**config.mk**
```make
export PLATFORM = sky130hd
export DESIGN_NAME = alu_input_loader
export DESIGN_NICKNAME = d
export VERILOG_FILES = /design/src/rtl/alu_input_loader.sv
export SDC_FILE = /design/constraint.sdc
export NUM_CORES = 1
export LEC_CHECK = 0
export ABC_AREA = 1
export CAP_MARGIN = 20
export CORE_MARGIN = 3
export CORE_UTILIZATION = 55
export DETAILED_ROUTE_END_ITERATION = 7
export PLACE_DENSITY = 0.76
export SETUP_SLACK_MARGIN = 0.05
export SYNTH_ARGS = -nofsm -noshare
export SYNTH_HDL_FRONTEND = slang
export SYNTH_SLANG_ARGS = --single-unit
export TNS_END_PERCENT = 100
```
**constraint.sdc**
```tcl
create_clock -name clk -period 3.8 [get_ports clk]
set_clock_uncertainty 0.15 [all_clocks]
set_input_delay 1.14 -clock clk [delete_from_list [all_inputs] [get_ports clk]]
set_output_delay 1.14 -clock clk [all_outputs]
set_load 0.005 [all_outputs]
```
**src/rtl/alu_input_loader.sv**
```systemverilog
// Board front end for the ALU: synchronises switches and buttons, debounces buttons, and on
// each accepted press latches the switches into operand A, operand B or the opcode register.
module alu_input_loader #(
  parameter int unsigned NB_DATA         = 8,
  parameter int unsigned NB_OP           = 6,
  parameter int unsigned DEBOUNCE_CYCLES = 1000000,
  parameter int unsigned NB_DEBOUNCE     = 20
) (
  input  logic               clk,
  input  logic               i_rst_n,
  input  logic [NB_DATA-1:0] i_sw,
  input  logic [2:0]         i_button,
  output logic [NB_DATA-1:0] o_data_a,
  output logic [NB_DATA-1:0] o_data_b,
  output logic [NB_OP-1:0]   o_op,
  output logic [2:0]         o_loaded,
  output logic               o_ready,
  output logic               o_upd
);

  localparam logic [NB_DEBOUNCE-1:0] CntMax = NB_DEBOUNCE'(DEBOUNCE_CYCLES - 1);

  logic [NB_DATA-1:0]     sw_meta_q, sw_sync_q;
  logic [2:0]             btn_meta_q, btn_sync_q;
  logic [2:0]             stb_q, stb_dly_q, stb_next;
  logic [NB_DEBOUNCE-1:0] cnt_q    [3];
  logic [NB_DEBOUNCE-1:0] cnt_next [3];
  logic [2:0]             press;
  logic [NB_DATA-1:0]     data_a_q, data_b_q;
  logic [NB_OP-1:0]       op_q;
  logic [2:0]             loaded_q;
  logic                   upd_q;

  always_ff @(posedge clk or negedge i_rst_n) begin
    if (!i_rst_n) begin
      sw_meta_q  <= '0;
      sw_sync_q  <= '0;
      btn_meta_q <= '0;
      btn_sync_q <= '0;
    end else begin
      sw_meta_q  <= i_sw;
      sw_sync_q  <= sw_meta_q;
      btn_meta_q <= i_button;
      btn_sync_q <= btn_meta_q;
    end
  end

  // A level change is accepted only after DEBOUNCE_CYCLES consecutive differing samples.
  always_comb begin
    for (int k = 0; k < 3; k++) begin
      stb_next[k] = stb_q[k];
      cnt_next[k] = '0;
      if (btn_sync_q[k] != stb_q[k]) begin
        if (cnt_q[k] == CntMax) begin
          stb_next[k] = btn_sync_q[k];
        end else begin
          cnt_next[k] = cnt_q[k] + NB_DEBOUNCE'(1);
        end
      end
    end
  end

  always_ff @(posedge clk or negedge i_rst_n) begin
    if (!i_rst_n) begin
      stb_q     <= '0;
      stb_dly_q <= '0;
      for (int k = 0; k < 3; k++) begin
        cnt_q[k] <= '0;
      end
    end else begin
      stb_q     <= stb_next;
      stb_dly_q <= stb_q;
      for (int k = 0; k < 3; k++) begin
        cnt_q[k] <= cnt_next[k];
      end
    end
  end

  assign press = stb_q & ~stb_dly_q;

  always_ff @(posedge clk or negedge i_rst_n) begin
    if (!i_rst_n) begin
      data_a_q <= '0;
      data_b_q <= '0;
      op_q     <= '0;
      loaded_q <= '0;
      upd_q    <= 1'b0;
    end else begin
      if (press[0]) data_a_q <= sw_sync_q;
      if (press[1]) data_b_q <= sw_sync_q;
      if (press[2]) op_q     <= sw_sync_q[NB_OP-1:0];
      loaded_q <= loaded_q | press;
      upd_q    <= |press;
    end
  end

  assign o_data_a = data_a_q;
  assign o_data_b = data_b_q;
  assign o_op     = op_q;
  assign o_loaded = loaded_q;
  assign o_ready  = &loaded_q;
  assign o_upd    = upd_q;

endmodule

```
* After elaboration in Yosys (flattened, before gate mapping)
Index checks and enable logic that the tools add are counted.
Word-level totals: bits in latches 0, output and inout port bits 27, logic and storage cells 39, bits in writable memories 0, memories kept 0, bits in read-only memories 0, register bits after elaboration 114
Cells by class: add/subtract/negate cells 3, div/mod/pow operators 0, shifts and indexed selects 0, $lt $le $gt $ge 0, multipliers 0, equal/unequal tests 6, mux-type cells 6, reductions and logical operators 5, bitwise logic cells 3
Operators with widths (count):
- $mux 20 | 6
- $add 20x1->20 const B | 3
- $eq 20x20->1 const B | 3
- $reduce_and 2->1 | 3
- $and 3x3->3 | 1
- $ne 1x1->1 | 3
- $not 3->3 | 1
- $or 3x3->3 | 1
- $reduce_and 3->1 | 1
- $reduce_or 3->1 | 1

* Depth between registers and ports, before layout
depth in word-level cells 3, depth in mapped cells 9, gate-level depth less buffers 9

* Worst setup path before layout
No wires, ideal clock.
kind reg2out, from register loaded_q[1] (netlist: o_loaded[1]), to output port o_ready, stages on the path, launching flop included 3, data required time 2.510 ns, arrival time 0.599 ns, slack 1.911 ns, path buffers 0, cells stage by stage dfrtp_1 inv_1 nor3_1
On the way: cells in the longest elaborated chain, start to end 1
Ends and longest elaborated chain:
- start: declaration | RTL line 31 | logic [2:0] loaded_q;
- start signal: assignment | RTL line 92 | loaded_q <= loaded_q | press;
- $reduce_and 3->1 | RTL line 101 | assign o_ready = &loaded_q;
- end: declaration | RTL line 17 | output logic o_ready,
Every way passes these cells.

* Worst setup path in the final report
Ends and elaborated chain as after synthesis.

==> results by group <==
Synthesis
  – Synth Warn #: 0
  – Part of the Yosys area used for sequential elements: 0.5376
  – Post-synth top area cell: dfrtp_1
  – Syn Inst Count: 607
  – Top cells by area, synth: dfrtp_1 (54%), nor2_1 (8.5%), nand2_1 (7.6%)
  – Yosys reg bits: 114
  – Synthesized cell area: 5306 um2
  – Syn avg cell area: 8.742 um2
  – Synth top area share: 0.5376
  – Post-synth cell types: 30
  – Post-synth net total: 623

Power and ir drop
  – Overall Power: 2847 uW
  – P per Cell Area: 441.8 nW/um2
  – Peak supply drop: 0.0003492 V
  – P_leak: 0.002866 uW

Worst hold path
  – Worst hold path depth: 0
  – WHS Endpoint: sw_sync_q[1]
  – Critical hold path startpoint: sw_meta_q[1]
  – Min-Delay Path Class: register to register

Timing
  – Max Fclk: 346.0 MHz
  – Worst setup margin: 0.9100 ns
  – Fin crit period: 2.890 ns
  – Final setup violating endpoints: 0
  – Hold Vio Cnt, Final: 0
  – RSZ-0062 raised after global routing: false
  – Slew Limit Fails: 0
  – Crit share post-route: 0.7605
  – Slew headroom: 0.5009
  – Worst-margin pin slew: 0.7487 ns
  – Post-route setup TNS: 0 ns

Route
  – Via density: 5.053
  – # DRC: 0
  – DR WL/cell: 13.78 um
  – First DRT Iteration DRCs: 175
  – Routed WL: 11110 um
  – Via count: 4073
  – Drt first pass iters: 4
  – DRT antenna net count: 0

Clock network
  – Root buffer cell: clkbuf_8
  – Post-CTS Setup Inserts: 0
  – TritonCTS buffer count: 17
  – Hold-fix buffers at CTS: 0
  – Max Root-Sink Buffers: 2
  – Post_cts resized: 0
  – Insertion delay to the later sink of the worst-skew pair: 0.51 ns
  – CTS tree: done
  – Clk slew on worst S/H paths: 0.06 ns
  – H-tree depth: 4
  – Clock Sinks: 114

Floorplan
  – Die height: 104.2 um
  – Initial Util: 0.5689
  – Overall die width: 104.2 um
  – Full die area: 10860 um2
  – Top Ports: 40
  – Num rows: 35
  – Core Area: 9328 um2

Layout
  – Most common cell after layout, fill and taps aside: nor2_1
  – Most frequent cells in the layout: nor2_1 (120), dfrtp_1 (114), nand2_1 (108)
  – FF+latch area: 2853 um2
  – Multi-input gate area: 2173 um2
  – Share of cells above drive strength 1: 0.1403
  – Filler Cell Count: 736
  – Design area: 6444 um2
  – Number of nets in the layout: 680
  – Antenna cells: 0
  – Area growth syn-to-layout: 21.43%

Run
  – Max Cap Violations: 0

Critical path
  – Critical Path AT: 1.60 ns
  – Reg2reg start: cnt_q[0]
  – CP endpoint kind: output pin
  – Reg2Reg Depth: 6
  – Required @ worst endpoint: 2.51 ns
  – Worst setup SP type: register
  – R2R setup slack: 2.13 ns
  – Worst-path fanout max: 2
  – Worst flop-to-flop path endpoint: cnt_q[18]
  – Worst Setup Path Type: register to output pin

GRT
  – First-pass GRT wire length: 19350 um
  – Largest net degree at the start of global routing: 62
  – Initial antenna violation count: 0
  – Total track usage: 0.2213
  – GRT overflow: 0
  – Number of global-route vias before repair: 4185

Run status
  – Status: completed

Placed design
  – DP HPWL: 7659 um
  – RD Place Congestion: 0.8917
  – Placed inst area: 5861 um2
  – Port Buffer Count: 39
  – Dpl ws: 1.431 ns
[worst max path at each step]
stage / cells past startpoint / slack, ns / to / from
detailed placement: 3 / 1.43 / o_ready / o_loaded[1]
global placement: 3 / 1.45 / o_ready / o_loaded[1]
CTS: 3 / 0.89 / o_ready / o_loaded[1]
floorplan: 2 / 1.91 / o_ready / o_loaded[1]
finish: 3 / 0.91 / o_ready / o_loaded[1]
global route: 3 / 0.86 / o_ready / o_loaded[1]
[worst max-delay path, stage by stage (launching register included)]
cell and delay, ns:
dfrtp_1 0.34, inv_1 0.06, nor3_1 0.18, clkdlybuf4s50_1 0.52
[metrics by stage]
stage               hold slack, ns    util  cells
floorplan                   0.1812       -    607
global placement            0.1830  0.6283    774
detailed placement          0.1858  0.6283    774
CTS                         0.1964  0.6908    806
global route                0.2043  0.6908    806
finish                      0.1965  0.6908    806
[kinds of logic after synthesis]
| kind of cell | count (synthesis) | share of synthesized area |
|---|---|---|
| and+or+nand+nor | 342 | 0.3042 |
| buffers and inverters | 72 | 0.05282 |
| AOI/OAI and AO/OA | 44 | 0.04409 |
| xor gates and xnor gates | 32 | 0.05423 |
| DFF | 114 | 0.5376 |
| adders and majority gates | 3 | 0.007075 |
[where the power goes]
part	total, uW	leakage (uW)	internal [uW]	switching (uW)
logic	77.1	0.00106	25.7	51.4
registers	1250	0.00153	1230	10.8
clock network	1520	0.000270	954	571
[cell type report]
cell class	count	area share
flip-flops and latches	114	0.4427
repair buffers	44	0.06602
inverters	66	0.03845
multi-input cells	421	0.3373
clock inverters	14	0.02408
clock buffers	18	0.06641
well taps	129	0.02505
[state kept, by name (all words and copies together), names as in the netlist, 6 cells and up]
register and count:
cnt_q 60, o_data_a 8, o_data_b 8, sw_meta_q 8, sw_sync_q 8, o_op 6
[routing by layer]
metal	GRT usage	share of wire
met1	0.2821	0.45
met2	0.3723	0.50
met3	0.05090	0.031
met4	0.07882	0.016
met5	0	0
[synth_stat cells]
cell / instances
a21oi_1: 9
and2_1: 1
buf_2: 2
buf_6: 1
clkbuf_1: 3
dfrtp_1: 114
ha_1: 3
inv_1: 61
inv_2: 5
nand2_1: 108
nand2_2: 15
nand2_4: 3
nand3_1: 41
nand3_2: 6
nand3b_1: 4
nand4_1: 10
nor2_1: 120
nor2_2: 13
nor2_4: 12
nor3_1: 6
nor3b_1: 1
o21ai_0: 25
o21ai_1: 6
o21bai_1: 3
o21bai_2: 1
or2_1: 1
or2_2: 1
xnor2_1: 12
xor2_1: 19
xor2_2: 1
No activity file was read; power rests on OpenSTA's default activity.
